[src/rtl/vera_video_gen.sv]
// vera_video_gen: raster timing generator with a pixel-enable divider, blanking/sync and test video.
// Optional feature macro VERADEMO_PATTERN_EN selects four test patterns; without it active video is flat grey.
module vera_video_gen #(
  parameter int H_ACTIVE = 320,
  parameter int H_FP     = 8,
  parameter int H_SYNC   = 32,
  parameter int H_BP     = 40,
  parameter int V_ACTIVE = 240,
  parameter int V_FP     = 3,
  parameter int V_SYNC   = 4,
  parameter int V_BP     = 15,
  parameter int CE_DIV   = 8,
  parameter bit HS_POL   = 1'b0,
  parameter bit VS_POL   = 1'b0
) (
  input  logic        clk,
  input  logic        reset_n,
  input  logic        scandouble,
  input  logic [1:0]  mode,
  output logic        ce_pix,
  output logic        HBlank,
  output logic        HSync,
  output logic        VBlank,
  output logic        VSync,
  output logic [9:0]  hcount,
  output logic [9:0]  vcount,
  output logic        frame_start,
  output logic [23:0] video
);

  localparam int H_TOTAL = H_ACTIVE + H_FP + H_SYNC + H_BP;
  localparam int V_TOTAL = V_ACTIVE + V_FP + V_SYNC + V_BP;
  localparam int DIV_W   = (CE_DIV > 2) ? $clog2(CE_DIV) : 1;

  localparam logic [DIV_W-1:0] DIV_LAST_NORM = DIV_W'(CE_DIV - 1);
  localparam logic [DIV_W-1:0] DIV_LAST_SD   = DIV_W'(CE_DIV / 2 - 1);

  localparam logic [9:0] H_LAST   = 10'(H_TOTAL - 1);
  localparam logic [9:0] V_LAST   = 10'(V_TOTAL - 1);
  localparam logic [9:0] H_ACT    = 10'(H_ACTIVE);
  localparam logic [9:0] V_ACT    = 10'(V_ACTIVE);
  localparam logic [9:0] HS_BEGIN = 10'(H_ACTIVE + H_FP);
  localparam logic [9:0] HS_END   = 10'(H_ACTIVE + H_FP + H_SYNC);
  localparam logic [9:0] VS_BEGIN = 10'(V_ACTIVE + V_FP);
  localparam logic [9:0] VS_END   = 10'(V_ACTIVE + V_FP + V_SYNC);

  generate
    if ((CE_DIV < 2) || ((CE_DIV % 2) != 0) || (H_TOTAL > 1024) || (V_TOTAL > 1024)) begin : g_bad_params
      $fatal(1, "vera_video_gen: CE_DIV must be even and >= 2, H_TOTAL and V_TOTAL must be <= 1024");
    end
  endgenerate

  logic [DIV_W-1:0] div_q, div_d, div_last;
  logic             ce_pix_q, ce_pix_d;
  logic [9:0]       hcount_q, hcount_d;
  logic [9:0]       vcount_q, vcount_d;
  logic             sd_q, sd_d;
  logic             line_end, frame_end;

  logic             hblank_q, hblank_d;
  logic             hsync_q, hsync_d;
  logic             vblank_q, vblank_d;
  logic             vsync_q, vsync_d;
  logic             frame_start_q, frame_start_d;
  logic [23:0]      video_q, video_d;
  logic [23:0]      pattern;

  // The divider period only changes at the frame wrap, where div_q has just restarted at 0.
  always_comb begin
    div_last  = sd_q ? DIV_LAST_SD : DIV_LAST_NORM;
    ce_pix_d  = (div_q == div_last);
    div_d     = ce_pix_d ? '0 : div_q + DIV_W'(1);
    line_end  = ce_pix_q && (hcount_q == H_LAST);
    frame_end = line_end && (vcount_q == V_LAST);
    hcount_d  = hcount_q;
    vcount_d  = vcount_q;
    if (ce_pix_q) begin
      hcount_d = line_end ? '0 : hcount_q + 10'd1;
    end
    if (line_end) begin
      vcount_d = frame_end ? '0 : vcount_q + 10'd1;
    end
    sd_d = frame_end ? scandouble : sd_q;
  end

  always_comb begin
    hblank_d      = (hcount_q >= H_ACT);
    vblank_d      = (vcount_q >= V_ACT);
    hsync_d       = ((hcount_q >= HS_BEGIN) && (hcount_q < HS_END)) ? HS_POL : ~HS_POL;
    vsync_d       = ((vcount_q >= VS_BEGIN) && (vcount_q < VS_END)) ? VS_POL : ~VS_POL;
    frame_start_d = ce_pix_q && (hcount_q == 10'd0) && (vcount_q == 10'd0);
    video_d       = (hblank_d || vblank_d) ? 24'h000000 : pattern;
  end

  always_ff @(posedge clk or negedge reset_n) begin
    if (!reset_n) begin
      div_q         <= '0;
      ce_pix_q      <= 1'b0;
      hcount_q      <= '0;
      vcount_q      <= '0;
      sd_q          <= 1'b0;
      hblank_q      <= 1'b0;
      hsync_q       <= ~HS_POL;
      vblank_q      <= 1'b0;
      vsync_q       <= ~VS_POL;
      frame_start_q <= 1'b0;
      video_q       <= '0;
    end else begin
      div_q         <= div_d;
      ce_pix_q      <= ce_pix_d;
      hcount_q      <= hcount_d;
      vcount_q      <= vcount_d;
      sd_q          <= sd_d;
      hblank_q      <= hblank_d;
      hsync_q       <= hsync_d;
      vblank_q      <= vblank_d;
      vsync_q       <= vsync_d;
      frame_start_q <= frame_start_d;
      video_q       <= video_d;
    end
  end

`ifdef VERADEMO_PATTERN_EN
  logic [1:0]  mode_q, mode_d;
  logic [7:0]  frame_cnt_q, frame_cnt_d;
  logic [2:0]  bar_idx;
  logic [23:0] bar_rgb;

  // Bar index is hcount*8/H_ACTIVE, found by threshold compares instead of a divider.
  always_comb begin
    mode_d      = frame_end ? mode : mode_q;
    frame_cnt_d = frame_start_q ? frame_cnt_q + 8'd1 : frame_cnt_q;
    bar_idx     = 3'd0;
    for (int i = 1; i < 8; i++) begin
      if ({19'd0, hcount_q, 3'b000} >= 32'(i * H_ACTIVE)) begin
        bar_idx = 3'(i);
      end
    end
    case (bar_idx)
      3'd0:    bar_rgb = 24'hFFFFFF;
      3'd1:    bar_rgb = 24'hFFFF00;
      3'd2:    bar_rgb = 24'h00FFFF;
      3'd3:    bar_rgb = 24'h00FF00;
      3'd4:    bar_rgb = 24'hFF00FF;
      3'd5:    bar_rgb = 24'hFF0000;
      3'd6:    bar_rgb = 24'h0000FF;
      default: bar_rgb = 24'h000000;
    endcase
    pattern = 24'h000000;
    case (mode_q)
      2'd0:    pattern = bar_rgb;
      2'd1:    pattern = ((hcount_q[3:0] == 4'd0) || (vcount_q[3:0] == 4'd0)) ? 24'hFFFFFF : 24'h000000;
      2'd2:    pattern = {hcount_q[7:0], vcount_q[7:0], 8'h80};
      default: pattern = {3{frame_cnt_q}};
    endcase
  end

  always_ff @(posedge clk or negedge reset_n) begin
    if (!reset_n) begin
      mode_q      <= '0;
      frame_cnt_q <= '0;
    end else begin
      mode_q      <= mode_d;
      frame_cnt_q <= frame_cnt_d;
    end
  end
`else
  logic unused_mode;
  assign unused_mode = ^mode;
  assign pattern     = 24'h808080;
`endif

  assign ce_pix      = ce_pix_q;
  assign HBlank      = hblank_q;
  assign HSync       = hsync_q;
  assign VBlank      = vblank_q;
  assign VSync       = vsync_q;
  assign hcount      = hcount_q;
  assign vcount      = vcount_q;
  assign frame_start = frame_start_q;
  assign video       = video_q;

endmodule

[config.mk]
export PLATFORM = sky130hd
export DESIGN_NAME = vera_video_gen
export DESIGN_NICKNAME = d
export VERILOG_FILES = /design/src/rtl/vera_video_gen.sv
export SDC_FILE = /design/constraint.sdc
export NUM_CORES = 1
export LEC_CHECK = 0
export BUFFER_PORTS_ARGS = -buffer_cell sky130_fd_sc_hd__buf_2
export CAP_MARGIN = 20
export CORE_MARGIN = 2
export CORE_UTILIZATION = 45
export DETAILED_ROUTE_END_ITERATION = 16
export GPL_TIMING_DRIVEN = 0
export HOLD_SLACK_MARGIN = 0.1
export PLACE_DENSITY = 0.72
export SYNTH_ARGS = -nofsm -noshare
export SYNTH_HDL_FRONTEND = slang
export SYNTH_SLANG_ARGS = --single-unit
[constraint.sdc]
create_clock -name clk -period 2.44 [get_ports clk]
set_input_delay 0 -clock clk [delete_from_list [all_inputs] [get_ports clk]]
set_output_delay 0 -clock clk [all_outputs]
set_load 0.02 [all_outputs]
# ---- Yosys cells after proc, flatten, opt, wreduce, memory -nomap -nowiden
# Index checks and enable logic that the tools add are counted.
# Widths: inputs -> output; s select.
dict set report classes {
  eq_ne 3
  muxes 7
  n_lt_le_gt_ge 6
  reduce_logical 9
  add_sub_neg 3
}
# cell n
set op_table {}
lappend op_table {{$mux 24} 1}
lappend op_table {{$add 10x1->10 const B} 2}
lappend op_table {{$eq 10x9->1 const B} 2}
lappend op_table {{$ge 10x8->1 const B} 2}
lappend op_table {{$ge 10x9->1 const B} 2}
lappend op_table {{$logic_not 10->1} 2}
lappend op_table {{$mux 10} 2}
lappend op_table {{$lt 10x8->1 const B} 1}
lappend op_table {{$lt 10x9->1 const B} 1}
lappend op_table {{$logic_and 1x1->1} 6}
lappend op_table {{$mux 3} 2}
lappend op_table {{$add 3x1->3 const B} 1}
lappend op_table {{$eq 3x3->1} 1}
lappend op_table {{$mux 1} 2}
lappend op_table {{$logic_or 1x1->1} 1}
dict set report totals {
  wordCells 39
  regBits 54
}

# ---- Logic depth before layout (Yosys ltp)
dict set report depth {
  word_depth 4
  depth_mapped 6
  ltp_nobuf 6
}

# ---- Worst setup path after synthesis
# OpenSTA, ideal clock, no wires.
dict set report synth_path {
  path_type {register to register}
  startpoint {reg hcount_q[5] (netlist: hcount[5])}
  endpoint {reg vcount_q[8] (netlist: vcount[8])}
  stages_incl_launch_ff 7
  setup_slack_ns 0.565
  setup_ns 0.082
  arrival_time_ns 1.793
  n_path_buf 2
  synth_period_minus_slack_ns 1.875
  path_cell_list {dfrtp_1 > buf_4 > or4_4 > nor4_4 > buf_6 > a31oi_1 > a31oi_1}
}
dict set report synth_via {
  elab_chain_cells 4
}
# element line_no
set synth_lines {}
lappend synth_lines {{start: declaration} 55} ;# logic [9:0] hcount_q, hcount_d;
lappend synth_lines {{start signal: assignment} 111} ;# hcount_q <= hcount_d;
lappend synth_lines {{$eq 10x9->1 (*)} 73} ;# line_end = ce_pix_q && (hcount_q == H_LAST);
lappend synth_lines {{$logic_and 1x1->1 (*)} 73}
lappend synth_lines {{$logic_and 1x1->1} 74} ;# frame_end = line_end && (vcount_q == V_LAST);
lappend synth_lines {{$mux 10} 81} ;# vcount_d = frame_end ? '0 : vcount_q + 10'd1;
lappend synth_lines {{end signal: assignment} 112} ;# vcount_q <= vcount_d;
lappend synth_lines {{end: declaration} 56} ;# logic [9:0] vcount_q, vcount_d;
# Every way passes the cells marked *; elsewhere a longest branch is shown, timed or not.
# A chain may end at the register's enable or synchronous reset.

# ---- Final worst setup path
dict set report layout_path {
  startpoint {reg hcount_q[6] (netlist: hcount[6])}
  endpoint {reg vcount_q[7] (netlist: vcount[7])}
}
# Same word-level chain as after synthesis.

==> impl_metrics.yaml <==
grt:
  track_usage_pct: 16.84
  grt_pass1_vias: 1219
  antenna_found_initial: 0
  grt_pass1_wl_mm: 5.492
  grt_max_degree: 32
  overflow: 0
synth:
  ys_ff_latch: 31
  synthArstFlopShare_pct: 100.0
  synthSimpleGateAreaFrac_pct: 21.52
  syn-cell-area_mm2: 0.001709
  ys_warn_count: 0
  synth_top_family_by_area: "simple AND/OR/NAND/NOR gates"
  synth-compound-area-share_pct: 6.003
  synthMuxAreaShare_pct: 2.562
  synth_flop_cell: "dfrtp_1"
  synth_fa_ha_area_share_pct: 4.392
  synthCells: 167
  avgSynthCellArea_um2: 10.23
  synth_xor_area_share_pct: 6.149
  synth_edf_count: 0
  yosysUniqueCellTypes: 42
  synth_sequential_area_ratio_pct: 45.53
power:
  switching_share_pct: 23.04
  peakVddDrop_mv: 0.1907
  power_frac_seq_pct: 53.5
  p_leak_nw: 1.078
  cellInternalPower_mw: 0.7395
  power_frac_comb_pct: 7.1
  power_mw: 0.9609
  p_per_area_mw_per_mm2: 457.4
  clock_power_share_pct: 39.4
  p_switching_mw: 0.2214
sta:
  worst_slack_ns: 0.3968
  fin_crit_sh_pct: 83.74
  rsz0062_at_grt: "no"
  worstMarginPinSlew_ns: 0.6763
  final_max_slew_viol_count: 0
  max_freq_mhz: 489.4
  hold_slack_ns: 0.2857
  slew_headroom_pct: 54.91
  setup_viol_count_final: 0
  skew_ns: 0.007695
  fin_tns_setup_ns: 0
  hold_viol: 0
  fin_crit_ns: 2.043
drt:
  first_pass_iters: 4
  ant_nets: 0
  vias: 1332
  drtIter0Drc: 67
  routed_wl_mm: 3.292
  wl_per_cell_um: 11.93
  post_drt_via_cell_ratio: 4.826
  drcViolationCount: 0
min_path:
  min_path_type: "input pin to asynchronous set/reset pin"
finish:
  final_common_cell: "buf_2"
  diodes: 0
  fill_cells: 330
  seq_area_um2: 778.2
  syn2layout_area_growth_pct: 22.91
  final_layout_size_suffix_gt1_share_pct: 31.58
  most-common-layout-cells: "buf_2, dfrtp_1, buf_4"
  multi_input_area_um2: 773.2
  fin_util_pct: 57.38
  fin_nets: 238
floorplanning:
  die-area_mm2: 0.004307
  fp.dieH_um: 65.63
  start_util_pct: 46.68
  rows: 22
  io_pins: 55
  coreArea_mm2: 0.003661
  die_x_um: 65.63
setup_path:
  cp_max_fo: 10
  path_class: "flip-flop to flip-flop"
  cp.required_ns: 2.63
  critPathLaunch: "hcount[6]$_DFFE_PN0P_"
  arrival_ns: 2.24
  rr_startpoint: "hcount[6]$_DFFE_PN0P_"
  critPathLaunchType: "flip-flop"
  crit_path_end_kind: "flip-flop"
cts:
  clk_path_buf_depth: 2
  clock_sinks: 31
  clock-root-buffer: "clkbuf_8"
  cts_tree: "built"
  cts_htree_levels: 2
  worstSkewPairLatency_ns: 0.28
  cts_made_buffers: 5
  path_clk_slew_ns: 0.07
place:
  port_buffers: 31
  dp_slack_ns: 0.4381
  dp_hpwl_mm: 2.427
  gp_congestion: 0.7733
run:
  max-cap-violations: 0
status:
  status: "completed"
per-layer routing:
metal | vias up | GRT usage, % | wire length (um)
li1 | 651 | - | -
met1 | 633 | 20.61 | 1474
met2 | 42 | 27.53 | 1575
met3 | 6 | 5.137 | 190
met4 | 0 | 6.771 | 52
met5 | - | 0 | 0
worst max-delay path, stage by stage (launching register included):
cell and delay (ns):
dfrtp_1 0.47, nor4_1 0.49, nand4_2 0.34, or4_1 0.57
o21ai_0 0.09
metrics by stage:
stage | instances | instance area (um^2)
floorplan | 187 | 1784
global placement | 266 | 1999
detailed placement | 266 | 1999
CTS | 276 | 2101
global route | 276 | 2101
finish | 276 | 2101
logic make-up (layout without fill, tap and decap cells):
| group | Yosys count | in the layout |
|---|---|---|
| multiplexers | 4 | 4 |
| adder cells (fa/ha/maj) | 6 | 6 |
| other | 1 | 21 |
| buffers and inverters | 36 | 77 |
| XOR/XNOR | 12 | 12 |
| AND/OR/NAND/NOR | 61 | 61 |
| AO/OA/AOI/OAI | 16 | 16 |
| flip-flops | 31 | 31 |
synth_stat cells (2+ instances only):
master | instances | area [um^2]
nor3b_1 | 2 | 15.01
xor2_1 | 4 | 35.03
clkbuf_1 | 3 | 11.26
nor2_1 | 16 | 60.06
nand4_1 | 4 | 25.02
nand2_1 | 7 | 26.28
dfstp_2 | 2 | 52.55
ha_1 | 6 | 75.07
and4_1 | 3 | 26.28
a21oi_1 | 3 | 15.01
o21ai_0 | 5 | 25.02
and2_1 | 2 | 12.51
buf_4 | 24 | 180.2
dfrtp_1 | 29 | 725.7
or4_1 | 2 | 15.01
xnor2_1 | 8 | 70.07
mux2_2 | 3 | 33.78
nand2b_1 | 2 | 12.51
nand3_1 | 9 | 45.04
inv_1 | 8 | 30.03
nor4_1 | 3 | 18.77
a31oi_1 | 2 | 12.51
power groups by stage:
| stage | sequential [mW] | combinational (mW) | clock, mW |
|---|---|---|---|
| 2_1_floorplan | 0.524 | 0.0538 | 0 |
| 3_3_place_gp | 0.524 | 0.0654 | 0 |
| 3_5_place_dp | 0.524 | 0.0655 | 0 |
| 4_1_cts | 0.514 | 0.0678 | 0.384 |
| 5_1_grt | 0.514 | 0.0738 | 0.412 |
| 6_report | 0.514 | 0.0682 | 0.378 |
timing repair:
| item | 4_1_cts | 5_1_grt |
|---|---|---|
| hold endpoints to repair | 30 | 0 |
| resized for setup | 0 | 0 |
| hold buffers | 2 | 0 |
| buffers inserted | 0 | 0 |
cell type report:
cell class              count  share of cell area, %
plain buffers              28                  9.649
clock buffers               7                  3.633
clock inverters             1                 0.2382
inverters                   8                  1.429
multi-input cells         120                  36.81
flip-flops and latches     31                  37.05
well taps                  48                  2.859
repair buffers             33                  8.338
final timing paths:
| check | end | slack, ns | depth (start not counted) |
|---|---|---|---|
| min in group clk | div_q[0]$_DFF_PN0_ | 0.43 | 1 |
| worst min register to register | div_q[0]$_DFF_PN0_ | 0.43 | 1 |
| max in group asynchronous | vcount[5]$_DFFE_PN0N_ | 1.71 | 2 |
| worst min-delay path | hcount[2]$_DFFE_PN0P_ | 0.29 | 2 |
| worst max register to register | vcount[7]$_DFFE_PN0N_ | 0.40 | 4 |
| worst max-delay path | vcount[7]$_DFFE_PN0N_ | 0.40 | 4 |
(Power assumes the default switching activity.)
